<file path="src/rtl/alu_ctl_unit_pkg.sv">
// -----------------------------------------------------------------------------
// alu_ctl_unit_pkg
// Shared definitions for the execution-stage blocks (control unit, ALU,
// shifter, MULTU/HiLo datapath):
//   - R-type funct-code constants
//   - FSM state encoding for the multiply sequencer
//   - default multiply length
//   - helper that classifies plain ALU funct codes
// -----------------------------------------------------------------------------
package alu_ctl_unit_pkg;

  // R-type funct codes understood by the execution stage
  localparam logic [5:0] FN_AND   = 6'd36;
  localparam logic [5:0] FN_OR    = 6'd37;
  localparam logic [5:0] FN_ADD   = 6'd32;
  localparam logic [5:0] FN_SUB   = 6'd34;
  localparam logic [5:0] FN_SLT   = 6'd42;
  localparam logic [5:0] FN_SRL   = 6'd2;
  localparam logic [5:0] FN_MULTU = 6'd25;
  localparam logic [5:0] FN_MFHI  = 6'd16;
  localparam logic [5:0] FN_MFLO  = 6'd18;

  // The shift-add multiplier needs one cycle per multiplier bit
  localparam int DEF_MUL_CYCLES = 32;

  // Multiply sequencer states
  typedef enum logic [1:0] {
    IDLE = 2'd0,
    MULT = 2'd1,
    DONE = 2'd2
  } ctlState_e;

  // True for funct codes that are executed by the 32-bit ALU
  function automatic logic isAluCode(input logic [5:0] code);
    return (code == FN_AND) || (code == FN_OR) || (code == FN_ADD) ||
           (code == FN_SUB) || (code == FN_SLT);
  endfunction

endpackage

</file>
<file path="src/rtl/alu_ctl_unit_counter.sv">
// -----------------------------------------------------------------------------
// mul_cycle_counter
// Cycle counter for the shift-add MULTU. It counts 0..MUL_CYCLES-1 while the
// multiply is running and flags the terminal count so the sequencer can leave
// its MULT state before the counter could ever wrap.
// Ports:
//   clk    in   rising-edge clock
//   reset  in   synchronous, active-high reset
//   start  in   held high for every cycle the multiply is running
//   cnt    out  current multiply cycle (0 outside a multiply)
//   last   out  high in the final multiply cycle
// -----------------------------------------------------------------------------
module mul_cycle_counter
  import alu_ctl_unit_pkg::*;
#(
  parameter int MUL_CYCLES = DEF_MUL_CYCLES,
  parameter int CNT_W      = 6
) (
  input  logic             clk,
  input  logic             reset,
  input  logic             start,
  output logic [CNT_W-1:0] cnt,
  output logic             last
);

  localparam logic [CNT_W-1:0] LAST_CNT = CNT_W'(MUL_CYCLES - 1);

  // Terminal count is only meaningful while the multiply is running
  assign last = start && (cnt == LAST_CNT);

  // Count while running; clearing at the terminal count means the counter
  // already reads zero in the cycle the result becomes valid and stays there
  // until the next multiply begins
  always_ff @(posedge clk) begin
    if (reset || !start || last) begin
      cnt <= '0;
    end else begin
      cnt <= cnt + CNT_W'(1);
    end
  end

endmodule

</file>
<file path="src/rtl/alu_ctl_unit.sv">
// -----------------------------------------------------------------------------
// alu_ctl_unit
// Funct-code control stage in front of the ALU, barrel shifter and MULTU/HiLo
// datapath. Decodes the R-type funct code into per-unit codes, sequences the
// multi-cycle MULTU and selects which unit drives the result mux.
// Ports:
//   clk            in   rising-edge clock
//   reset          in   synchronous, active-high reset
//   Signal         in   6-bit funct code from decode
//   SignaltoALU    out  code for the ALU (0 = idle)
//   SignaltoSHT    out  code for the shifter (0 = idle)
//   SignaltoMULTU  out  code for the multiplier (25 while multiplying)
//   SignaltoMUX    out  result-mux select (ALU / SRL / MFHI / MFLO code)
//   busy           out  multiply in progress
//   done           out  one-cycle pulse, Hi/Lo now hold the product
//   stall          out  MFHI/MFLO presented while the multiply is running
// 2**CNT_W must exceed MUL_CYCLES.
// -----------------------------------------------------------------------------
module alu_ctl_unit
  import alu_ctl_unit_pkg::*;
#(
  parameter int MUL_CYCLES = DEF_MUL_CYCLES,
  parameter int CNT_W      = 6
) (
  input  logic       clk,
  input  logic       reset,
  input  logic [5:0] Signal,
  output logic [5:0] SignaltoALU,
  output logic [5:0] SignaltoSHT,
  output logic [5:0] SignaltoMULTU,
  output logic [5:0] SignaltoMUX,
  output logic       busy,
  output logic       done,
  output logic       stall
);

  ctlState_e        state;
  ctlState_e        nextState;
  logic [CNT_W-1:0] mulCnt;
  logic             mulLast;
  logic [5:0]       mulCode;

  // Multiply cycle counter runs exactly while the sequencer sits in MULT
  mul_cycle_counter #(
    .MUL_CYCLES(MUL_CYCLES),
    .CNT_W     (CNT_W)
  ) uMulCounter (
    .clk  (clk),
    .reset(reset),
    .start(state == MULT),
    .cnt  (mulCnt),
    .last (mulLast)
  );

  // Sequencer state register; reset aborts any multiply in flight
  always_ff @(posedge clk) begin
    if (reset) begin
      state <= IDLE;
    end else begin
      state <= nextState;
    end
  end

  // Counter must rest at zero whenever no multiply is running
  always_ff @(posedge clk) begin
    if (!reset && state != MULT) begin
      assert (mulCnt == '0);
    end
  end

  // Next-state and multiplier-side outputs. A MULTU seen while already in
  // MULT is ignored; one seen in DONE chains straight into a new multiply.
  always_comb begin
    nextState = state;
    busy      = 1'b0;
    done      = 1'b0;
    mulCode   = '0;
    case (state)
      IDLE: begin
        if (Signal == FN_MULTU) nextState = MULT;
      end
      MULT: begin
        busy    = 1'b1;
        mulCode = FN_MULTU;
        if (mulLast) nextState = DONE;
      end
      DONE: begin
        done      = 1'b1;
        nextState = (Signal == FN_MULTU) ? MULT : IDLE;
      end
      default: nextState = IDLE;
    endcase
  end

  // Zero-latency funct decode. MFHI/MFLO during a multiply would read stale
  // Hi/Lo, so they stall and the mux select is withheld. Reset silences every
  // unit so nothing downstream acts on a half-decoded instruction.
  always_comb begin
    SignaltoALU   = '0;
    SignaltoSHT   = '0;
    SignaltoMUX   = '0;
    SignaltoMULTU = mulCode;
    stall         = 1'b0;
    if (isAluCode(Signal)) begin
      SignaltoALU = Signal;
      SignaltoMUX = Signal;
    end else if (Signal == FN_SRL) begin
      SignaltoSHT = Signal;
      SignaltoMUX = Signal;
    end else if ((Signal == FN_MFHI) || (Signal == FN_MFLO)) begin
      if (busy) begin
        stall = 1'b1;
      end else begin
        SignaltoMUX = Signal;
      end
    end
    if (reset) begin
      SignaltoALU   = '0;
      SignaltoSHT   = '0;
      SignaltoMUX   = '0;
      SignaltoMULTU = '0;
      stall         = 1'b0;
    end
  end

endmodule

</file>
<file path="config.mk">
export PLATFORM = sky130hd
export DESIGN_NAME = alu_ctl_unit
export DESIGN_NICKNAME = d
export VERILOG_FILES = /design/src/rtl/alu_ctl_unit_pkg.sv /design/src/rtl/alu_ctl_unit_counter.sv /design/src/rtl/alu_ctl_unit.sv
export SDC_FILE = /design/constraint.sdc
export NUM_CORES = 1
export LEC_CHECK = 0
export BUFFER_PORTS_ARGS = -buffer_cell sky130_fd_sc_hd__buf_4
export CAP_MARGIN = 10
export CORE_UTILIZATION = 30
export DETAILED_ROUTE_END_ITERATION = 8
export GPL_ROUTABILITY_DRIVEN = 0
export SYNTH_ARGS = -nofsm -noshare
export SYNTH_HDL_FRONTEND = slang
export SYNTH_HIERARCHICAL = 1
export SYNTH_SLANG_ARGS = --single-unit
</file>
<file path="constraint.sdc">
create_clock -name clk -period 1.54 [get_ports clk]
set_clock_uncertainty 0.1 [all_clocks]
set_input_delay 0.154 -clock clk [delete_from_list [all_inputs] [get_ports clk]]
set_output_delay 0.154 -clock clk [all_outputs]
set_load 0.1 [all_outputs]
</file>
# After elaboration in Yosys (flattened, before gate mapping)
# Cells that the tools add are included.
# totals
output_inout_bits	27
reg_bits	8
in_bits	8
elab_cells	51
# op_classes
n_eq_ne	14
addsub	1
n_reduce_logical	11
muxes	23
# ops
op	n
6-bit two-way mux	10
6-bit equality test (second input constant)	5
6-bit by 5-bit equality test with 1-bit output (second input constant)	4
5-bit two-way mux	2
1-bit two-way mux	8
1-bit logical OR	7
6-bit by 1-bit adder with 6-bit output (second input constant)	1
6-bit by 2-bit equality test with 1-bit output (second input constant)	1
2-bit one-hot mux with 3 select lines	1
2-bit two-way mux	2
2-bit inequality test (second input constant)	2
2-bit by 1-bit equality test with 1-bit output (second input constant)	1
2-bit equality test (second input constant)	1
2-bit logical NOT	1
2-bit AND reduction	1
1-bit logical AND	1
1-bit logical NOT	1

# Depth between registers and ports, before layout
# depth
depth_word	7
depth_mapped	5

# Modules after synthesis
# The synthesis kept the hierarchy.
# by_module_without_submodules
module	cells_each	area_each_um2	n_inst
alu_ctl_unit	47	327.8	1
mul_cycle_counter	26	245.2	1

# Worst setup path after synthesis
# Ideal clock, no wire load.
# synth_timing
kind	reg-to-output
from	register state[0]
to	output port SignaltoMUX[4]
path_stages_with_launch	3
required_ns	1.286
arrival_ns	2.785
setup_slack_ns	-1.499
path_buffers	0
cell_sequence	dfxtp_1 > nor2b_2 > nor3_1
# synth_between
elab_chain_len	7
# synth_rtl
element	line_no	rtl
start: declaration	alu_ctl_unit.sv:37	ctlState_e state;
start signal: assignment	alu_ctl_unit.sv:60	state <= nextState;
2-bit by 1-bit equality test with 1-bit output	alu_ctl_unit.sv:78	case (state)
1-bit two-way mux	alu_ctl_unit.sv:78	
via busy	alu_ctl_unit.sv:32	output logic busy,
6-bit two-way mux	alu_ctl_unit.sv:111	if (busy) begin
6-bit two-way mux	alu_ctl_unit.sv:110	end else if ((Signal == FN_MFHI) || (Signal == FN_MFLO)) begin
6-bit two-way mux	alu_ctl_unit.sv:107	end else if (Signal == FN_SRL) begin
6-bit two-way mux	alu_ctl_unit.sv:104	if (isAluCode(Signal)) begin
6-bit two-way mux	alu_ctl_unit.sv:117	if (reset) begin
end: declaration	alu_ctl_unit.sv:31	output logic [5:0] SignaltoMUX,
# The timed path passes the listed nets, and every way through them passes these cells.

# Final worst setup path
# layout_timing
from	register state[0]
to	output port stall
# layout_between
elab_chain_len	7
# layout_rtl
element	line_no	rtl
2-bit by 1-bit equality test with 1-bit output	alu_ctl_unit.sv:78	
1-bit two-way mux	alu_ctl_unit.sv:78	
1-bit two-way mux	alu_ctl_unit.sv:111	
1-bit two-way mux	alu_ctl_unit.sv:110	
1-bit two-way mux	alu_ctl_unit.sv:107	
1-bit two-way mux	alu_ctl_unit.sv:104	
1-bit two-way mux	alu_ctl_unit.sv:117	
end: declaration	alu_ctl_unit.sv:34	output logic stall
# No other way between the ends.

==> results.py <==
metrics = {
    "outcome": {
        "run_status": "completed",
    },
    "sta": {
        "hold_viol_final": 0,
        "min_period_over_period_pct": 99.6,
        "hold-worst-slack_ns": 0.193,
        "timing.fmax_mhz": 652,
        "final_setup_violations": 0,
        "rsz0062_at_grt": "yes",
        "final_max_slew_viol_count": 0,
        "final_period_minus_worst_setup_slack_ns": 1.53,
    },
    "placement": {
        "detailedPlacementHpwl_um": 1030,
        "placed_cells": 122,
        "quantity_of_i_o_buffers_inserted_on_ports": 25,
    },
    "clock_tree": {
        "cts_tree": "yes",
        "clock_latency_ns": 0.25,
        "postCtsHoldBufs": 0,
        "htreeDepth": 1,
        "clockBufferDepth": 2,
        "numCtsBuffers": 3,
        "clkTransAtPathRegs_ns": 0.05,
        "clock-root-buffer": "sky130_fd_sc_hd__clkbuf_4",
        "clock_sink_count": 8,
    },
    "global_route": {
        "grt_pass1_wl_um": 1990,
        "grt-ovfl-total": 0,
        "vias_in_the_first_global_route": 485,
        "grt_max_degree": 7,
        "antenna_found_initial": 0,
        "global_route.usage.total_pct": 12.9,
    },
    "logic_synthesis": {
        "asyncSetResetFlopFracSynth_pct": 0,
        "number_of_flops_mapped_to_enable_cells_by_yosys": 0,
        "syn_area_um2": 573,
        "cell_variety_after_synth": 29,
        "ys_dominant_reg_cell": "sky130_fd_sc_hd__dfxtp_1",
        "synth_area_per_cell_um2": 7.85,
        "yosys_warning_total": 6,
        "synth.yosys.seq_area_share_pct": 27.9,
        "synth_cells": 73,
        "flop_and_latch_count_out_of_synthesis": 8,
    },
    "floorplanning": {
        "fp.dieArea_um2": 2090,
        "number_of_primary_i_o_pins": 35,
        "dieHeight_um": 45.7,
        "die_width_um": 45.7,
        "fp.coreArea_um2": 1760,
        "starting_density_of_the_core_pct": 32.5,
        "core.rowCount": 15,
    },
    "worst_hold_path": {
        "hold_start": "reset",
        "kind_of_path_behind_the_tightest_hold_check": "in -> reg",
        "whs_endpoint": "uMulCounter/cnt[2]",
        "hold_depth": 3,
    },
    "cells_and_area": {
        "antenna-diode-count": 0,
        "final_cell_mix": "24 x sky130_fd_sc_hd__buf_4, 10 x sky130_fd_sc_hd__nor2_1, 9 x sky130_fd_sc_hd__conb_1, 7 x sky130_fd_sc_hd__dfxtp_1",
        "final_cell_count_no_fill": 127,
        "syn_to_final_growth_pct": 59.4,
        "layout.nets": 113,
        "finalCoreUtilization_pct": 51.8,
        "fillers": 188,
        "layout_commonest_cell": "sky130_fd_sc_hd__buf_4",
        "final_layout_size_suffix_gt1_share_pct": 52.0,
    },
    "pwr": {
        "max_ir_drop_vdd_mv": 0.515,
        "static-leakage-power_nw": 0.398,
        "pwrdens_nw_per_um2": 619,
    },
    "setup_path": {
        "worstSetupStartpointType": "flop",
        "cp.arrival_ns": 1.28,
        "critical_path.reg2reg.startpoint": "state[0]",
        "critical_path.max_fanout": 6,
        "worstRegToRegCells": 6,
        "cp_data_required_time_ns": 1.29,
        "crit_path_end_kind": "output pin",
        "r2r-end": "state[0]",
        "regToRegSetupSlack_ns": 0.23,
        "criticalPathCategory": "reg -> out",
    },
    "job": {
        "timing.max_cap.violations": 0,
    },
    "routing": {
        "vias": 560,
        "post_drt_via_cell_ratio": 4.41,
        "postRouteAntennaNets": 0,
        "drcViolationCount": 0,
        "detail_route.wl_per_cell_um": 9.83,
        "drt_iter0_drc": 6,
        "firstDrtPassIters": 2,
        "finalWirelength_um": 1250,
    },
}
-- synthesized netlist by cell type (2+ instances only) --
| cell | number | share of area, % |
|---|---|---|
| sky130_fd_sc_hd__nand2_1 | 3 | 2.0 |
| sky130_fd_sc_hd__and2_1 | 3 | 3.3 |
| sky130_fd_sc_hd__buf_4 | 11 | 14 |
| sky130_fd_sc_hd__o21ai_0 | 2 | 1.7 |
| sky130_fd_sc_hd__inv_1 | 4 | 2.6 |
| sky130_fd_sc_hd__nor2b_1 | 2 | 2.2 |
| sky130_fd_sc_hd__nand3_1 | 2 | 1.7 |
| sky130_fd_sc_hd__and4_1 | 3 | 4.6 |
| sky130_fd_sc_hd__xor2_1 | 2 | 3.1 |
| sky130_fd_sc_hd__dfxtp_1 | 8 | 28 |
| sky130_fd_sc_hd__nor3_1 | 5 | 4.4 |
| sky130_fd_sc_hd__nor2_1 | 11 | 7.2 |
-- repair_timing --
item,in CTS,in global routing
buffers inserted,2,0
resized for setup,7,2
endpoints found under the setup margin,5,6
pin swaps,0,1
-- critical path, stage by stage, from the launching register on --
cell                      delay (ns)
sky130_fd_sc_hd__dfxtp_2        0.33
sky130_fd_sc_hd__nor2b_4        0.16
sky130_fd_sc_hd__and2b_4        0.20
sky130_fd_sc_hd__and2b_4        0.17
sky130_fd_sc_hd__buf_12         0.17
-- sequential cells by signal, indices dropped and copies added, names as in the netlist --
register	cells
uMulCounter/cnt	6
state	2
-- layout make-up --
cell class | count | area [µm²] | share of cell area, %
Clock buffer | 3 | 22.5 | 2.47
Inverter | 4 | 15.0 | 1.64
Multi-Input combinational cell | 58 | 438 | 47.9
Sequential cell | 8 | 161 | 17.7
Tap cell | 25 | 31.3 | 3.42
Timing Repair Buffer | 29 | 245 | 26.8
-- report_power, final --
part | internal [mW] | leakage (nW) | switching, mW
sequential | 0.208 | 0.0649 | 0.000391
clock | 0.0887 | 0.0138 | 0.0646
combinational | 0.0349 | 0.319 | 0.169
total | 0.332 | 0.398 | 0.233
-- cells by family (layout without fill, tap and decap cells) --
logic type / Yosys count / in the layout / share of synthesized area [%]
flops: 8 / 8 / 27.9
buf+inv: 15 / 36 / 17.0
xor+xnor: 3 / 3 / 4.59
other cells: 1 / 9 / 0.654
compound gates: 6 / 6 / 7.21
fa+ha+maj: 1 / 1 / 2.18
simple gates: 39 / 39 / 40.4
-- worst max path at each step --
stage | end | from | slack, ns | cells past startpoint
floorplan | stall | state[0] | -0.54 | 3
global placement | SignaltoMUX[1] | Signal[0] | 0.06 | 5
detailed placement | SignaltoMUX[1] | Signal[0] | 0.07 | 5
CTS | SignaltoMUX[1] | state[0] | -0.004 | 4
global route | SignaltoMUX[1] | state[0] | -0.07 | 4
finish | stall | state[0] | 0.006 | 4
-- layer usage --
| layer | global-route usage, % | part of all wire [%] | vias up |
|---|---|---|---|
| met5 | 0 | 0 | - |
| met4 | 0 | 0 | 0 |
| met3 | 5.16 | 7.3 | 0 |
| met2 | 23.7 | 50 | 21 |
| met1 | 14.8 | 43 | 256 |
| li1 | - | - | 283 |
-- through the flow --
stage               total power [mW]  worst slack, ns  instance area, µm²  setup TNS, ns
floorplan                      0.393           -0.545                 693          -3.58
detailed placement             0.413           0.0654                 845              0
finish                         0.565          0.00604                 913              0
global route                   0.595          -0.0684                 913         -0.151
global placement               0.412           0.0560                 845              0
CTS                            0.574         -0.00440                 906       -0.00440
Power figures use the tool's default switching activity.
